--- src/rtl/dbg_mem_arb_pkg.sv ---
// Shared definitions for the CPU / UART-debug memory arbiter.
package dbg_mem_arb_pkg;

    localparam int AW_DEF = 16;
    localparam int DW_DEF = 16;

    typedef enum logic {
        OWN_CPU = 1'b0,
        OWN_DBG = 1'b1
    } owner_e;

    localparam logic [1:0] WR_NONE = 2'b00;
    localparam logic [1:0] WR_LO   = 2'b01;
    localparam logic [1:0] WR_HI   = 2'b10;
    localparam logic [1:0] WR_BOTH = 2'b11;

endpackage

--- src/rtl/dbg_req_slot.sv ---
// One-entry capture register for debug request pulses, with busy and sticky overrun flags.
module dbg_req_slot
    import dbg_mem_arb_pkg::*;
#(
    parameter int AW = AW_DEF,
    parameter int DW = DW_DEF
) (
    input  logic          clk,
    input  logic          reset,
    input  logic          dbg_cs,
    input  logic [AW-1:0] dbg_addr,
    input  logic          dbg_r,
    input  logic [1:0]    dbg_wr,
    input  logic [DW-1:0] dbg_wdata,
    input  logic          grant,
    output logic          busy,
    output logic          overrun,
    output logic [AW-1:0] slot_addr,
    output logic          slot_r,
    output logic [1:0]    slot_wr,
    output logic [DW-1:0] slot_wdata
);

    logic          busy_r;
    logic          overrun_r;
    logic          accept_s;
    logic [AW-1:0] addr_r;
    logic          r_r;
    logic [1:0]    wr_r;
    logic [DW-1:0] wdata_r;

    // A slot being granted this cycle frees up in time to take a new pulse.
    assign accept_s = dbg_cs & (~busy_r | grant);

    // Slot contents, occupancy and overrun tracking.
    always_ff @(posedge clk) begin
        if (reset) begin
            busy_r    <= 1'b0;
            overrun_r <= 1'b0;
            addr_r    <= '0;
            r_r       <= 1'b0;
            wr_r      <= WR_NONE;
            wdata_r   <= '0;
        end else begin
            if (accept_s) begin
                busy_r  <= 1'b1;
                addr_r  <= dbg_addr;
                r_r     <= dbg_r;
                wr_r    <= dbg_wr;
                wdata_r <= dbg_wdata;
            end else if (grant) begin
                busy_r <= 1'b0;
            end
            if (dbg_cs & busy_r & ~grant) begin
                overrun_r <= 1'b1;
            end
        end
    end

    assign busy       = busy_r;
    assign overrun    = overrun_r;
    assign slot_addr  = addr_r;
    assign slot_r     = r_r;
    assign slot_wr    = wr_r;
    assign slot_wdata = wdata_r;

endmodule

--- src/rtl/dbg_mem_arb.sv ---
// Shares a single-port 16-bit memory between the CPU data port and the debug port.
// CPU has priority; a starvation counter forces a debug grant after MAXCPU CPU grants.
module dbg_mem_arb
    import dbg_mem_arb_pkg::*;
#(
    parameter int AW     = AW_DEF,
    parameter int DW     = DW_DEF,
    parameter int MAXCPU = 4
) (
    input  logic          clk,
    input  logic          reset,
    input  logic          cpu_cs,
    input  logic [AW-1:0] cpu_addr,
    input  logic          cpu_r,
    input  logic [1:0]    cpu_wr,
    input  logic [DW-1:0] cpu_wdata,
    output logic          cpu_wait,
    output logic [DW-1:0] cpu_rdata,
    output logic          cpu_rvalid,
    input  logic          dbg_cs,
    input  logic [AW-1:0] dbg_addr,
    input  logic          dbg_r,
    input  logic [1:0]    dbg_wr,
    input  logic [DW-1:0] dbg_wdata,
    output logic          dbg_busy,
    output logic [DW-1:0] dbg_rdata,
    output logic          dbg_rvalid,
    output logic          dbg_overrun,
    output logic          mem_cs,
    output logic [AW-1:0] mem_addr,
    output logic          mem_r,
    output logic [1:0]    mem_wr,
    output logic [DW-1:0] mem_wdata,
    input  logic [DW-1:0] mem_rdata
);

    localparam logic [3:0] MAXCPU_C = MAXCPU[3:0];

    logic          slot_busy_s;
    logic [AW-1:0] slot_addr_s;
    logic          slot_r_s;
    logic [1:0]    slot_wr_s;
    logic [DW-1:0] slot_wdata_s;
    logic          dbg_grant_s;
    logic          cpu_grant_s;
    logic [3:0]    starve_cnt_r;
    logic          rd_valid_r;
    owner_e        rd_owner_r;
    logic [DW-1:0] cpu_rdata_r;
    logic [DW-1:0] dbg_rdata_r;

    dbg_req_slot #(.AW(AW), .DW(DW)) u_slot (
        .clk        (clk),
        .reset      (reset),
        .dbg_cs     (dbg_cs),
        .dbg_addr   (dbg_addr),
        .dbg_r      (dbg_r),
        .dbg_wr     (dbg_wr),
        .dbg_wdata  (dbg_wdata),
        .grant      (dbg_grant_s),
        .busy       (slot_busy_s),
        .overrun    (dbg_overrun),
        .slot_addr  (slot_addr_s),
        .slot_r     (slot_r_s),
        .slot_wr    (slot_wr_s),
        .slot_wdata (slot_wdata_s)
    );

    assign dbg_grant_s = slot_busy_s & (~cpu_cs | (starve_cnt_r == MAXCPU_C));
    assign cpu_grant_s = cpu_cs & ~dbg_grant_s;
    assign cpu_wait    = cpu_cs & ~cpu_grant_s;
    assign dbg_busy    = slot_busy_s;

    // Memory port mux: driven by the granted requester, quiet otherwise.
    always_comb begin
        mem_cs    = 1'b0;
        mem_addr  = '0;
        mem_r     = 1'b0;
        mem_wr    = WR_NONE;
        mem_wdata = '0;
        if (dbg_grant_s) begin
            mem_cs    = 1'b1;
            mem_addr  = slot_addr_s;
            mem_r     = slot_r_s;
            mem_wr    = slot_wr_s;
            mem_wdata = slot_wdata_s;
        end else if (cpu_grant_s) begin
            mem_cs    = 1'b1;
            mem_addr  = cpu_addr;
            mem_r     = cpu_r;
            mem_wr    = cpu_wr;
            mem_wdata = cpu_wdata;
        end else begin
            mem_cs = 1'b0;
        end
    end

    // Counts CPU grants that bypass a waiting debug request.
    always_ff @(posedge clk) begin
        if (reset) begin
            starve_cnt_r <= 4'd0;
        end else if (dbg_grant_s || !slot_busy_s) begin
            starve_cnt_r <= 4'd0;
        end else if (cpu_grant_s && (starve_cnt_r != MAXCPU_C)) begin
            starve_cnt_r <= starve_cnt_r + 4'd1;
        end
    end

    // Remembers who issued the read that returns next cycle.
    always_ff @(posedge clk) begin
        if (reset) begin
            rd_valid_r <= 1'b0;
            rd_owner_r <= OWN_CPU;
        end else begin
            rd_valid_r <= mem_cs & mem_r;
            rd_owner_r <= dbg_grant_s ? OWN_DBG : OWN_CPU;
        end
    end

    assign cpu_rvalid = rd_valid_r & (rd_owner_r == OWN_CPU);
    assign dbg_rvalid = rd_valid_r & (rd_owner_r == OWN_DBG);

    // Each port's read data holds its last returned word when not being updated.
    always_ff @(posedge clk) begin
        if (reset) begin
            cpu_rdata_r <= '0;
            dbg_rdata_r <= '0;
        end else begin
            if (cpu_rvalid) begin
                cpu_rdata_r <= mem_rdata;
            end
            if (dbg_rvalid) begin
                dbg_rdata_r <= mem_rdata;
            end
        end
    end

    assign cpu_rdata = cpu_rvalid ? mem_rdata : cpu_rdata_r;
    assign dbg_rdata = dbg_rvalid ? mem_rdata : dbg_rdata_r;

endmodule

--- config.mk ---
export PLATFORM = sky130hd
export DESIGN_NAME = dbg_mem_arb
export DESIGN_NICKNAME = d
export VERILOG_FILES = /design/src/rtl/dbg_mem_arb_pkg.sv /design/src/rtl/dbg_req_slot.sv /design/src/rtl/dbg_mem_arb.sv
export SDC_FILE = /design/constraint.sdc
export NUM_CORES = 1
export LEC_CHECK = 0
export ABC_CLOCK_PERIOD_IN_PS = 4140
export CAP_MARGIN = 25
export CORE_MARGIN = 2
export CORE_UTILIZATION = 46
export DETAILED_ROUTE_END_ITERATION = 8
export GPL_ROUTABILITY_DRIVEN = 0
export PLACE_DENSITY = 0.87
export SETUP_SLACK_MARGIN = 0.3
export SLEW_MARGIN = 10
export SYNTH_ARGS = -nofsm -noshare
export SYNTH_HDL_FRONTEND = slang
export SYNTH_HIERARCHICAL = 1
export SYNTH_SLANG_ARGS = --single-unit
export TNS_END_PERCENT = 10
--- constraint.sdc ---
create_clock -name clk -period 4.14 [get_ports clk]
set_input_delay 1.035 -clock clk [delete_from_list [all_inputs] [get_ports clk]]
set_output_delay 1.035 -clock clk [all_outputs]
set_load 0.01 [all_outputs]
==> flow_summary.ini <==
[logic_synthesis]
ys_ff_latch = 75
synthArstFlopShare_pct = 0
yosys-top-cells-area = dfxtp_1 40%, nand2b_1 12%, mux2i_1 9.3%
ys_warn_count = 6
synth.avg_cell_area_sq_um = 9.23
ys.flop_type = dfxtp_1
ys_types = 31
seq_area_frac_synth_pct = 39.8
syn_nets = 501
netlist.area_leader.share_pct = 39.8
syn_inst = 409
synth_edf_count = 0
synth_top_cell_by_area = dfxtp_1
syn_area_sq_um = 3770

[cts]
cts_tree = done
path_clk_slew_ns = 0.07
cts-resized-gates = 0
numClockSinks = 75
cts_made_buffers = 9
htreeDepth = 3
cts_buffer_depth = 2
post_cts_buffers = 0
insertion_delay_ns = 0.33
postCtsHoldBufs = 0
cts_root_buf = clkbuf_8

[worst_setup_path]
rrSetupSlack_ns = 2.14
startpoint_type = input port
crit_start = cpu_cs
arrival_ns = 2.72
crit_type = input port to output pin
cp.required_ns = 3.11
cp-endpoint = mem_addr[11]
r2r-end = u_slot/slot_wdata[1]
crit_fanout = 36
r2r_start = starve_cnt_r[0]
critPathCaptureType = output pin
rr_worst_depth = 9

[final_layout]
drive_above_1_share_pct = 10.4
n_antenna_cell = 0
area_growth_pct = 48.6
fin_nets = 653
stdcell_area_sq_um = 5610
post-route-util_pct = 69.3

[sta]
max_freq_mhz = 266
rsz0062_at_grt = no
tightestPinTransition_ns = 0.890
hold-worst-slack_ns = 0.467
max-slew-margin-rel_pct = 40.7
period_needed_ns = 3.76
fin_skew_ns = 0.00768
hold_viol = 0
maxSlewViolCount = 0
finalSetupViolCount = 0
setup_tns_ns = 0
period_share_pct = 90.7

[outcome]
outcome = finished clean

[pwr]
peakVddDrop_uv = 154
p_leak_uw = 0.00224
power.density_nw_per_um2 = 295

[placed_design]
portBuffers = 162
dp_hpwl_um = 6650
postPlaceCellArea_sq_um = 5380

[die]
coreArea_sq_um = 8090
rows = 33
die_area_sq_um = 8940
die_w_um = 94.6
start_util_pct = 46.6
io_pins = 163
die_y_um = 94.6

[route]
drt_iter0_drc = 50
route.detailed.drc = 0
drt-pass1-iter-count = 4
antenna_left = 0
vias = 3247
drt_wl_total_um = 9160
wire_per_inst_um = 13.7
via_per_inst = 4.84

[global_route]
grt_antenna_before_repair = 0
grt_max_degree = 67
first_global_vias = 3262
grt_usage_pct = 20.3
overflow = 0
grt_first_pass_wirelength_um = 14500

[hold_path]
worstHoldPathType = flip-flop to flip-flop
worst_hold_startpoint = starve_cnt_r[0]

[run]
max_cap_violations = 0
## synthesized netlist by cell type, types with 2 or more instances
master    instances
dfxtp_1          75
nand2b_1         71
inv_1            40
mux2i_1          35
nand3_1          35
o21ai_0          35
nor2b_1          33
mux2_2           18
clkbuf_1         16
mux2_4            9
nor2_1            9
mux2_1            5
buf_12            4
clkbuf_2          3
buf_2             2
buf_4             2
ha_1              2
nor2b_4           2
## registers in the layout, summed over array words and instances (netlist names)
register	cells
u_slot/overrun	1
u_slot/slot_wdata	16
u_slot/slot_wr	2
rd_valid_r	1
u_slot/busy	1
rd_owner_r	1
cpu_rdata_r	16
dbg_rdata_r	16
u_slot/slot_r	1
u_slot/slot_addr	16
starve_cnt_r	4
## placed cells by master, fill, tap and decap left out, drive strengths merged, types with 2 or more instances in the layout
cell type and n:
inv 41, ha 2, mux2 32, nand3 35, clkinv 4, clkbuf 10
nand2 2, nor2 9, mux2i 35, nor2b 35, nand4b 2, clkdlybuf4s50 161
o21ai 36, nand2b 71, buf 8, dfxtp 75
## worst min-delay path by stage
stage | end | slack, ns | cells past startpoint
final | starve_cnt_r[0] | 0.47 | 1
after global placement | starve_cnt_r[0] | 0.44 | 1
after detailed placement | starve_cnt_r[0] | 0.45 | 1
after CTS | starve_cnt_r[0] | 0.47 | 1
after global routing | starve_cnt_r[0] | 0.49 | 1
after floorplan | starve_cnt_r[0] | 0.43 | 1
## per-layer routing
| layer | wire length [um] | GRT usage, % |
|---|---|---|
| met5 | 0 | 0 |
| met4 | 68 | 6.52 |
| met3 | 848 | 6.86 |
| met2 | 4400 | 35.8 |
| met1 | 3850 | 23.0 |
## final cells by class
type                            instances  area [sq um]
Fill cell                             654          2480
Inverter                               41           154
Tap cell                              105           131
Multi-Input combinational cell        265          1930
Timing Repair Buffer                  169          1690
Clock inverter                          6          65.1
Sequential cell                        75          1500
Clock buffer                           10           138
## logic make-up (layout without fill, tap and decap cells)
logic type | count (synthesis) | in the layout | share of synthesized area, %
AOI/OAI and AO/OA | 38 | 38 | 5.27
xor gates and xnor gates | 2 | 2 | 0.464
adders and majority gates | 2 | 2 | 0.663
buffers and inverters | 69 | 226 | 9.15
DFF | 75 | 75 | 39.8
muxes | 67 | 67 | 19.7
and+or+nand+nor | 156 | 156 | 24.9
## stage by stage
| stage | power [uW] | cells | setup slack (ns) |
|---|---|---|---|
| 4_1_cts | 1680 | 670 | 0.311 |
| 2_1_floorplan | 944 | 409 | 1.27 |
| 6_report | 1660 | 671 | 0.385 |
| 3_3_place_gp | 1110 | 654 | 0.379 |
| 3_5_place_dp | 1120 | 654 | 0.364 |
| 5_1_grt | 1730 | 671 | 0.310 |
## critical path: stages
cell             delay, ns
clkdlybuf4s50_1       0.50
buf_4                 0.36
nand3_1               0.11
o21ai_0               0.13
clkdlybuf4s50_1       0.58
## power breakdown
| group | switching (uW) | internal [uW] | total (uW) |
|---|---|---|---|
| Sequential | 16.7 | 753 | 770 |
| Combinational | 125 | 203 | 328 |
| Clock | 264 | 295 | 559 |
| Total | 406 | 1250 | 1660 |
(Power assumes the default switching activity.)
